File: config.mk
export PLATFORM = sky130hd
export DESIGN_NAME = mem_port_arbiter_flat
export DESIGN_NICKNAME = d
export VERILOG_FILES = /design/src/rtl/mem_port_arbiter_if.sv /design/src/rtl/mem_port_arbiter.sv /design/src/flat_wrapper.sv
export SDC_FILE = /design/constraint.sdc
export NUM_CORES = 1
export LEC_CHECK = 0
export ABC_AREA = 1
export CAP_MARGIN = 25
export CORE_ASPECT_RATIO = 1.25
export CORE_UTILIZATION = 39
export CTS_CLUSTER_DIAMETER = 150
export DETAILED_ROUTE_END_ITERATION = 8
export GPL_TIMING_DRIVEN = 0
export PLACE_DENSITY = 0.77
export SETUP_SLACK_MARGIN = 0.05
export SLEW_MARGIN = 40
export SYNTH_ARGS = -nofsm -noshare
export SYNTH_HDL_FRONTEND = slang
export SYNTH_SLANG_ARGS = --single-unit
File: constraint.sdc
create_clock -name clock -period 1.4 [get_ports clock]
set_input_delay 0.14 -clock clock [delete_from_list [all_inputs] [get_ports clock]]
set_output_delay 0.14 -clock clock [all_outputs]
set_load 0.005 [all_outputs]
File: src/rtl/mem_port_arbiter_if.sv
// Signal bundle between the CPU datapath (fetch and load/store requesters),
// the memory port arbiter and the unified memory model.
interface mem_port_arbiter_if #(
  parameter int unsigned AW = 32,
  parameter int unsigned DW = 32
);
  logic          if_req;
  logic [AW-1:0] if_addr;
  logic          if_gnt;
  logic          if_rvalid;
  logic [DW-1:0] if_rdata;

  logic          d_req;
  logic          d_we;
  logic [AW-1:0] d_addr;
  logic [DW-1:0] d_wdata;
  logic          d_gnt;
  logic          d_rvalid;
  logic [DW-1:0] d_rdata;

  logic          mem_en;
  logic          mem_we;
  logic [AW-1:0] mem_addr;
  logic [DW-1:0] mem_wdata;
  logic [DW-1:0] mem_rdata;
  logic          mem_ack;

  logic          cpu_stall;
  logic          err;

  // Arbiter view
  modport slave (
    input  if_req, if_addr, d_req, d_we, d_addr, d_wdata, mem_rdata, mem_ack,
    output if_gnt, if_rvalid, if_rdata, d_gnt, d_rvalid, d_rdata,
    output mem_en, mem_we, mem_addr, mem_wdata, cpu_stall, err
  );

  // Datapath + memory view
  modport master (
    output if_req, if_addr, d_req, d_we, d_addr, d_wdata, mem_rdata, mem_ack,
    input  if_gnt, if_rvalid, if_rdata, d_gnt, d_rvalid, d_rdata,
    input  mem_en, mem_we, mem_addr, mem_wdata, cpu_stall, err
  );
endinterface

File: src/rtl/mem_port_arbiter.sv
// Shares one memory port between instruction fetch (I) and data access (D).
// D wins ties unless it has already taken MAX_D_STREAK grants while I waited.
module mem_port_arbiter #(
  parameter int unsigned AW           = 32,
  parameter int unsigned DW           = 32,
  parameter int unsigned MAX_D_STREAK = 4,
  parameter int unsigned TIMEOUT      = 16
) (
  input  logic              clock,
  input  logic              reset,
  mem_port_arbiter_if.slave bus
);

  localparam int unsigned STREAK_W = (MAX_D_STREAK > 0) ? $clog2(MAX_D_STREAK + 1) : 1;
  localparam int unsigned TMR_W    = (TIMEOUT > 1) ? $clog2(TIMEOUT) : 1;

  typedef enum logic [1:0] {
    S_IDLE = 2'd0,
    S_WAIT = 2'd1,
    S_DONE = 2'd2
  } state_e;

  typedef enum logic {
    OWN_I = 1'b0,
    OWN_D = 1'b1
  } owner_e;

  state_e              state_q, state_d;
  owner_e              owner_q, owner_d;
  logic [STREAK_W-1:0] d_streak_q, d_streak_d;
  logic [TMR_W-1:0]    timer_q, timer_d;

  logic                if_gnt_q, if_gnt_d;
  logic                d_gnt_q, d_gnt_d;
  logic                mem_en_q, mem_en_d;
  logic                mem_we_q, mem_we_d;
  logic [AW-1:0]       mem_addr_q, mem_addr_d;
  logic [DW-1:0]       mem_wdata_q, mem_wdata_d;
  logic                if_rvalid_q, if_rvalid_d;
  logic                d_rvalid_q, d_rvalid_d;
  logic                err_q, err_d;
  logic [DW-1:0]       if_rdata_q, if_rdata_d;
  logic [DW-1:0]       d_rdata_q, d_rdata_d;

  logic                any_req;
  logic                pick_d;
  logic                timed_out;

  // Winner selection and end-of-wait conditions
  always_comb begin
    any_req   = bus.d_req | bus.if_req;
    pick_d    = bus.d_req & (~bus.if_req | (d_streak_q != STREAK_W'(MAX_D_STREAK)));
    timed_out = ~bus.mem_ack & (timer_q == TMR_W'(TIMEOUT - 1));
  end

  // State register
  always_ff @(posedge clock) begin
    if (reset) begin
      state_q <= S_IDLE;
    end else begin
      state_q <= state_d;
    end
  end

  // Next-state logic
  always_comb begin
    state_d = state_q;
    case (state_q)
      S_IDLE: if (any_req) state_d = S_WAIT;
      S_WAIT: if (bus.mem_ack || timed_out) state_d = S_DONE;
      S_DONE: state_d = S_IDLE;
      default: state_d = S_IDLE;
    endcase
  end

  // Output and datapath next values; strobes default low, held values default to hold
  always_comb begin
    owner_d     = owner_q;
    d_streak_d  = d_streak_q;
    timer_d     = '0;
    if_gnt_d    = 1'b0;
    d_gnt_d     = 1'b0;
    mem_en_d    = 1'b0;
    mem_we_d    = mem_we_q;
    mem_addr_d  = mem_addr_q;
    mem_wdata_d = mem_wdata_q;
    if_rvalid_d = 1'b0;
    d_rvalid_d  = 1'b0;
    err_d       = 1'b0;
    if_rdata_d  = if_rdata_q;
    d_rdata_d   = d_rdata_q;

    case (state_q)
      S_IDLE: begin
        if (any_req) begin
          mem_en_d = 1'b1;
          if (pick_d) begin
            owner_d     = OWN_D;
            d_gnt_d     = 1'b1;
            mem_we_d    = bus.d_we;
            mem_addr_d  = bus.d_addr;
            mem_wdata_d = bus.d_wdata;
            // Streak only counts grants that made a pending fetch wait
            if (bus.if_req && (d_streak_q != STREAK_W'(MAX_D_STREAK))) begin
              d_streak_d = d_streak_q + STREAK_W'(1);
            end
          end else begin
            owner_d     = OWN_I;
            if_gnt_d    = 1'b1;
            mem_we_d    = 1'b0;
            mem_addr_d  = bus.if_addr;
            mem_wdata_d = '0;
            d_streak_d  = '0;
          end
        end
      end

      S_WAIT: begin
        timer_d = timer_q + TMR_W'(1);
        if (bus.mem_ack || timed_out) begin
          if (owner_q == OWN_D) begin
            d_rvalid_d = 1'b1;
          end else begin
            if_rvalid_d = 1'b1;
          end
        end
        if (bus.mem_ack) begin
          if (owner_q == OWN_I) begin
            if_rdata_d = bus.mem_rdata;
          end else if (!mem_we_q) begin
            d_rdata_d = bus.mem_rdata;
          end
        end else if (timed_out) begin
          err_d = 1'b1;
          if (owner_q == OWN_I) begin
            if_rdata_d = '0;
          end else begin
            d_rdata_d = '0;
          end
        end
      end

      default: ;
    endcase
  end

  // Output and datapath registers
  always_ff @(posedge clock) begin
    if (reset) begin
      owner_q     <= OWN_I;
      d_streak_q  <= '0;
      timer_q     <= '0;
      if_gnt_q    <= 1'b0;
      d_gnt_q     <= 1'b0;
      mem_en_q    <= 1'b0;
      mem_we_q    <= 1'b0;
      mem_addr_q  <= '0;
      mem_wdata_q <= '0;
      if_rvalid_q <= 1'b0;
      d_rvalid_q  <= 1'b0;
      err_q       <= 1'b0;
      if_rdata_q  <= '0;
      d_rdata_q   <= '0;
    end else begin
      owner_q     <= owner_d;
      d_streak_q  <= d_streak_d;
      timer_q     <= timer_d;
      if_gnt_q    <= if_gnt_d;
      d_gnt_q     <= d_gnt_d;
      mem_en_q    <= mem_en_d;
      mem_we_q    <= mem_we_d;
      mem_addr_q  <= mem_addr_d;
      mem_wdata_q <= mem_wdata_d;
      if_rvalid_q <= if_rvalid_d;
      d_rvalid_q  <= d_rvalid_d;
      err_q       <= err_d;
      if_rdata_q  <= if_rdata_d;
      d_rdata_q   <= d_rdata_d;
    end
  end

  assign bus.if_gnt    = if_gnt_q;
  assign bus.d_gnt     = d_gnt_q;
  assign bus.mem_en    = mem_en_q;
  assign bus.mem_we    = mem_we_q;
  assign bus.mem_addr  = mem_addr_q;
  assign bus.mem_wdata = mem_wdata_q;
  assign bus.if_rvalid = if_rvalid_q;
  assign bus.d_rvalid  = d_rvalid_q;
  assign bus.err       = err_q;
  assign bus.if_rdata  = if_rdata_q;
  assign bus.d_rdata   = d_rdata_q;

  // Freeze the datapath while either request is still unanswered
  assign bus.cpu_stall = (bus.if_req & ~if_rvalid_q) | (bus.d_req & ~d_rvalid_q);

  a_one_gnt: assert property (@(posedge clock) disable iff (reset) !(if_gnt_q && d_gnt_q));
  a_en_gnt:  assert property (@(posedge clock) disable iff (reset) mem_en_q == (if_gnt_q | d_gnt_q));
  a_one_rv:  assert property (@(posedge clock) disable iff (reset) !(if_rvalid_q && d_rvalid_q));
  a_err_rv:  assert property (@(posedge clock) disable iff (reset) !err_q || (if_rvalid_q | d_rvalid_q));

endmodule

File: src/flat_wrapper.sv
// flat-port wrapper written by rule: the top's interface ports become plain ports
module mem_port_arbiter_flat 
#(
  parameter int unsigned AW           = 32,
  parameter int unsigned DW           = 32,
  parameter int unsigned MAX_D_STREAK = 4,
  parameter int unsigned TIMEOUT      = 16
)
  (clock, reset, bus_if_req, bus_if_addr, bus_d_req, bus_d_we, bus_d_addr, bus_d_wdata, bus_mem_rdata, bus_mem_ack, bus_if_gnt, bus_if_rvalid, bus_if_rdata, bus_d_gnt, bus_d_rvalid, bus_d_rdata, bus_mem_en, bus_mem_we, bus_mem_addr, bus_mem_wdata, bus_cpu_stall, bus_err);
  mem_port_arbiter_if #(.AW(AW), .DW(DW)) bus_i ();
  input  logic clock;
  input  logic reset;
  input wire logic [$bits(bus_i.if_req)-1:0] bus_if_req;
  input wire logic [$bits(bus_i.if_addr)-1:0] bus_if_addr;
  input wire logic [$bits(bus_i.d_req)-1:0] bus_d_req;
  input wire logic [$bits(bus_i.d_we)-1:0] bus_d_we;
  input wire logic [$bits(bus_i.d_addr)-1:0] bus_d_addr;
  input wire logic [$bits(bus_i.d_wdata)-1:0] bus_d_wdata;
  input wire logic [$bits(bus_i.mem_rdata)-1:0] bus_mem_rdata;
  input wire logic [$bits(bus_i.mem_ack)-1:0] bus_mem_ack;
  output wire logic [$bits(bus_i.if_gnt)-1:0] bus_if_gnt;
  output wire logic [$bits(bus_i.if_rvalid)-1:0] bus_if_rvalid;
  output wire logic [$bits(bus_i.if_rdata)-1:0] bus_if_rdata;
  output wire logic [$bits(bus_i.d_gnt)-1:0] bus_d_gnt;
  output wire logic [$bits(bus_i.d_rvalid)-1:0] bus_d_rvalid;
  output wire logic [$bits(bus_i.d_rdata)-1:0] bus_d_rdata;
  output wire logic [$bits(bus_i.mem_en)-1:0] bus_mem_en;
  output wire logic [$bits(bus_i.mem_we)-1:0] bus_mem_we;
  output wire logic [$bits(bus_i.mem_addr)-1:0] bus_mem_addr;
  output wire logic [$bits(bus_i.mem_wdata)-1:0] bus_mem_wdata;
  output wire logic [$bits(bus_i.cpu_stall)-1:0] bus_cpu_stall;
  output wire logic [$bits(bus_i.err)-1:0] bus_err;
  assign bus_i.if_req = bus_if_req;
  assign bus_i.if_addr = bus_if_addr;
  assign bus_i.d_req = bus_d_req;
  assign bus_i.d_we = bus_d_we;
  assign bus_i.d_addr = bus_d_addr;
  assign bus_i.d_wdata = bus_d_wdata;
  assign bus_i.mem_rdata = bus_mem_rdata;
  assign bus_i.mem_ack = bus_mem_ack;
  assign bus_if_gnt = bus_i.if_gnt;
  assign bus_if_rvalid = bus_i.if_rvalid;
  assign bus_if_rdata = bus_i.if_rdata;
  assign bus_d_gnt = bus_i.d_gnt;
  assign bus_d_rvalid = bus_i.d_rvalid;
  assign bus_d_rdata = bus_i.d_rdata;
  assign bus_mem_en = bus_i.mem_en;
  assign bus_mem_we = bus_i.mem_we;
  assign bus_mem_addr = bus_i.mem_addr;
  assign bus_mem_wdata = bus_i.mem_wdata;
  assign bus_cpu_stall = bus_i.cpu_stall;
  assign bus_err = bus_i.err;
  mem_port_arbiter #(.AW(AW), .DW(DW), .MAX_D_STREAK(MAX_D_STREAK), .TIMEOUT(TIMEOUT)) u_core (.clock(clock), .reset(reset), .bus(bus_i));
endmodule
==> Implementation_results.wiki <==
{| class="wikitable"
! Metric !! Value
|-
| Status || completed
|-
| Post-synthesis cell type count || 28
|-
| Area fraction in compound gates after synthesis || 0.0582
|-
| Max FO, Critical Path || 10
|-
| Clock slew seen by the registers of the worst setup and hold paths || 0.07 ns
|-
| PnR worst setup slack || 0.0436 ns
|-
| Diode insertion count for antenna repair || 0
|-
| Count of buffers inserted at the top-level ports || 266
|-
| Worst Setup End Kind || flop
|-
| Worst-skew pair later-pin latency || 0.42 ns
|-
| Number of buffers and inverters on the critical path || 2
|-
| Largest area contributor in the synthesized netlist || sky130_fd_sc_hd__dfxtp_1
|-
| TritonCTS clock tree || yes
|-
| Adder and majority gate portion of the synthesized area || 0.00582
|-
| Cell chain of the critical path || inv_4, a21oi_4, nand3_4, buf_8, nor2_1, nor2_1
|-
| Data arrival time of the critical path || 1.68 ns
|-
| Area share of and/or/nand/nor cells after synthesis || 0.336
|-
| Synth Warn # || 0
|-
| Number of buffers added by the clock tree synthesis step || 17
|-
| Root Driver || sky130_fd_sc_hd__clkbuf_16
|-
| Post-synthesis net count || 1098
|-
| Total core area || 0.0162 mm2
|-
| Count of endpoints failing setup in the final report || 0
|-
| Setup WS pre-CTS || -0.393 ns
|-
| Area occupied by multi-input gates || 0.00289 mm2
|-
| Max H-tree Level || 4
|-
| Most frequent standard cell in the layout excluding fill and tap cells || sky130_fd_sc_hd__nand2_1
|-
| Final standard cell area without fillers || 0.0107 mm2
|-
| Measured slew at the worst slew-check pin || 0.577 ns
|-
| Highest attainable clock frequency || 0.737 GHz
|-
| DP Area || 0.00938 mm2
|-
| Hold violation count in the final report || 0
|-
| Kind of cell adding the most delay to the critical path || simple AND/OR/NAND/NOR gates
|-
| Mux share of post-synthesis cell area || 0
|-
| Effective utilization at floorplan || 0.398
|-
| Length of the first detailed-routing pass in iterations || 5
|-
| Max stage delay on crit path || 0.34 ns
|-
| Area share of the leading cell type in the synthesized netlist || 0.450
|-
| Most used cell, CP || sky130_fd_sc_hd__nor2_1
|-
| NumNets Final || 1411
|-
| Critical path's slowest cell || sky130_fd_sc_hd__dfxtp_2
|-
| Number of synthesized register bits || 145
|-
| Total half-perimeter wirelength after legalization and detailed placement || 15200 um
|-
| Number of design rule violations left after detail routing || 0
|-
| Part of the Yosys area used for sequential elements || 0.450
|-
| Via total after detailed routing || 7028
|-
| Setup TNS || 0 ns
|-
| Initial antenna violation count || 0
|-
| Count of flip-flops with a built-in enable after synthesis || 0
|-
| Chip Height || 146 um
|-
| Routability Congestion || 0.905
|-
| Ranking of synthesized cells by area || sky130_fd_sc_hd__dfxtp_1, sky130_fd_sc_hd__nand2_1, sky130_fd_sc_hd__inv_1, sky130_fd_sc_hd__nor2_1, sky130_fd_sc_hd__nand4_1
|-
| Final Cycle Share || 0.969
|-
| Proportion of register bits with asynchronous set or reset after synthesis || 0
|-
| Drt total wl || 21700 um
|-
| Commonest register cell after synthesis || sky130_fd_sc_hd__dfxtp_1
|-
| Routed WL per cell || 14.4 um
|-
| Total power draw || 12.4 mW
|-
| Setup repair after global routing missed its margin || true
|-
| Cell count after synthesis || 961
|-
| Core Rows || 52
|-
| Cell area power density || 1150 mW/mm2
|-
| Max Buffers Root-to-Sink || 2
|-
| Area of the mapped netlist || 0.00644 mm2
|-
| Pins Over Slew Limit || 0
|-
| Leakage || 5.74 nW
|-
| Syn_area_per_cell || 6.71 um2
|-
| Worst hold margin || 0.00950 ns
|-
| Via/cell ratio || 4.68
|-
| Fill cell count || 1399
|-
| Floorplan die area || 0.0170 mm2
|-
| Chip width || 117 um
|-
| Worst voltage drop across the vdd grid || 714 uV
|-
| Path type of the worst min-delay path || in2reg
|-
| Post-synthesis to final-layout area growth || 66.5%
|-
| Startpoint types || flop
|-
| Iteration-0 DRC count of the detailed router || 575
|-
| FF+latch area || 0.00294 mm2
|-
| Clock Skews || 0.00753 ns
|-
| Clock period minus final worst setup slack || 1.36 ns
|-
| Via count of the first global-routing pass || 6737
|-
| Number of clock sinks || 145
|-
| MaxCap Viol Count || 0
|-
| Ratio of cells with drive above 1 in the final layout || 0.167
|-
| Crit Path Class || reg2reg
|-
| Combinational family with the most area after synthesis || simple AND/OR/NAND/NOR gates
|-
| Grt ovf || 0
|-
| Max-slew headroom || 0.615
|-
| Overall track demand over capacity in global routing || 0.250
|-
| First-pass GRT wire length || 32500 um
|-
| Largest net degree at the start of global routing || 17
|-
| I/O Pins || 270
|-
| Count of nets left with antenna violations after detail routing || 0
|-
| Parity-gate share of the synthesized area counting xor and xnor cells || 0.00136
|-
| Leading cell types in the layout, fill and taps excluded || sky130_fd_sc_hd__nand2_1, sky130_fd_sc_hd__inv_1, sky130_fd_sc_hd__dlygate4sd2_1
|-
| Crit path required time || 1.72 ns
|}
-- where the power goes --
group,switching [mW],leakage (nW),internal [mW]
logic,1.17,4.21,1.17
registers,0.155,1.20,4.44
clock network,1.88,0.332,3.55
total,3.20,5.74,9.16
-- per-stage QoR --
step | std cells | util
finish | 1503 | 0.662
global route | 1503 | 0.662
CTS | 1485 | 0.628
detailed placement | 1443 | 0.579
global placement | 1443 | 0.579
floorplan | 961 | -
-- path summary, 6_finish.rpt --
check                                  startpoint                              endpoint  slack, ns  depth (start not counted)
min                                         reset           u_core.owner_q$_SDFFE_PP0P_       0.01                          2
max reg2reg           u_core.owner_q$_SDFFE_PP0P_    u_core.bus.d_rdata[9]$_SDFFE_PP0P_       0.04                          6
max                   u_core.owner_q$_SDFFE_PP0P_    u_core.bus.d_rdata[9]$_SDFFE_PP0P_       0.04                          6
min reg2reg  u_core.bus.mem_wdata[7]$_SDFFE_PP0P_  u_core.bus.mem_wdata[7]$_SDFFE_PP0P_       0.45                          2
-- routing by layer --
metal  share of wire  GRT usage
met5               0          0
met4           0.038      0.135
met3           0.082     0.0758
met2            0.51      0.433
met1            0.37      0.266
-- cells by family after synthesis --
group | count (synthesis)
XOR/XNOR | 1
buffers and inverters | 223
flip-flops | 145
adder cells (fa/ha/maj) | 3
AND/OR/NAND/NOR | 517
AO/OA/AOI/OAI | 72
-- synthesized netlist by cell type, drive strengths merged (2+ instances only) --
| cell type | count |
|---|---|
| inv | 165 |
| nand2 | 333 |
| nand3 | 41 |
| nor2 | 102 |
| a21oi | 37 |
| dfxtp | 145 |
| nand4 | 37 |
| nor3 | 2 |
| ha | 3 |
| clkbuf | 12 |
| o21ai | 33 |
| buf | 46 |
-- sequential cells by signal (all words and copies together), names as in the netlist, 2 cells and up --
register	count
u_core.bus.d_rdata	32
u_core.bus.if_rdata	32
u_core.bus.mem_addr	32
u_core.bus.mem_wdata	32
u_core.d_streak_q	3
u_core.state_q	2
u_core.timer_q	4
-- cell type report --
class | instances | share of cell area
Sequential cell | 145 | 0.274
Multi-Input combinational cell | 594 | 0.269
Timing Repair Buffer | 295 | 0.263
Inverter | 165 | 0.0589
Buffer | 56 | 0.0441
Clock buffer | 17 | 0.0397
Clock inverter | 15 | 0.0260
Tap cell | 216 | 0.0252
-- repair_timing --
| action | in CTS | in global routing |
|---|---|---|
| buffers inserted | 6 | 12 |
| gates cloned | 1 | 8 |
| hold buffers | 3 | 0 |
| hold endpoints to repair | 2 | 0 |
| pin swaps | 5 | 44 |
| resized for setup | 207 | 127 |
| setup endpoints to repair | 268 | 129 |
(Power assumes the default switching activity.)
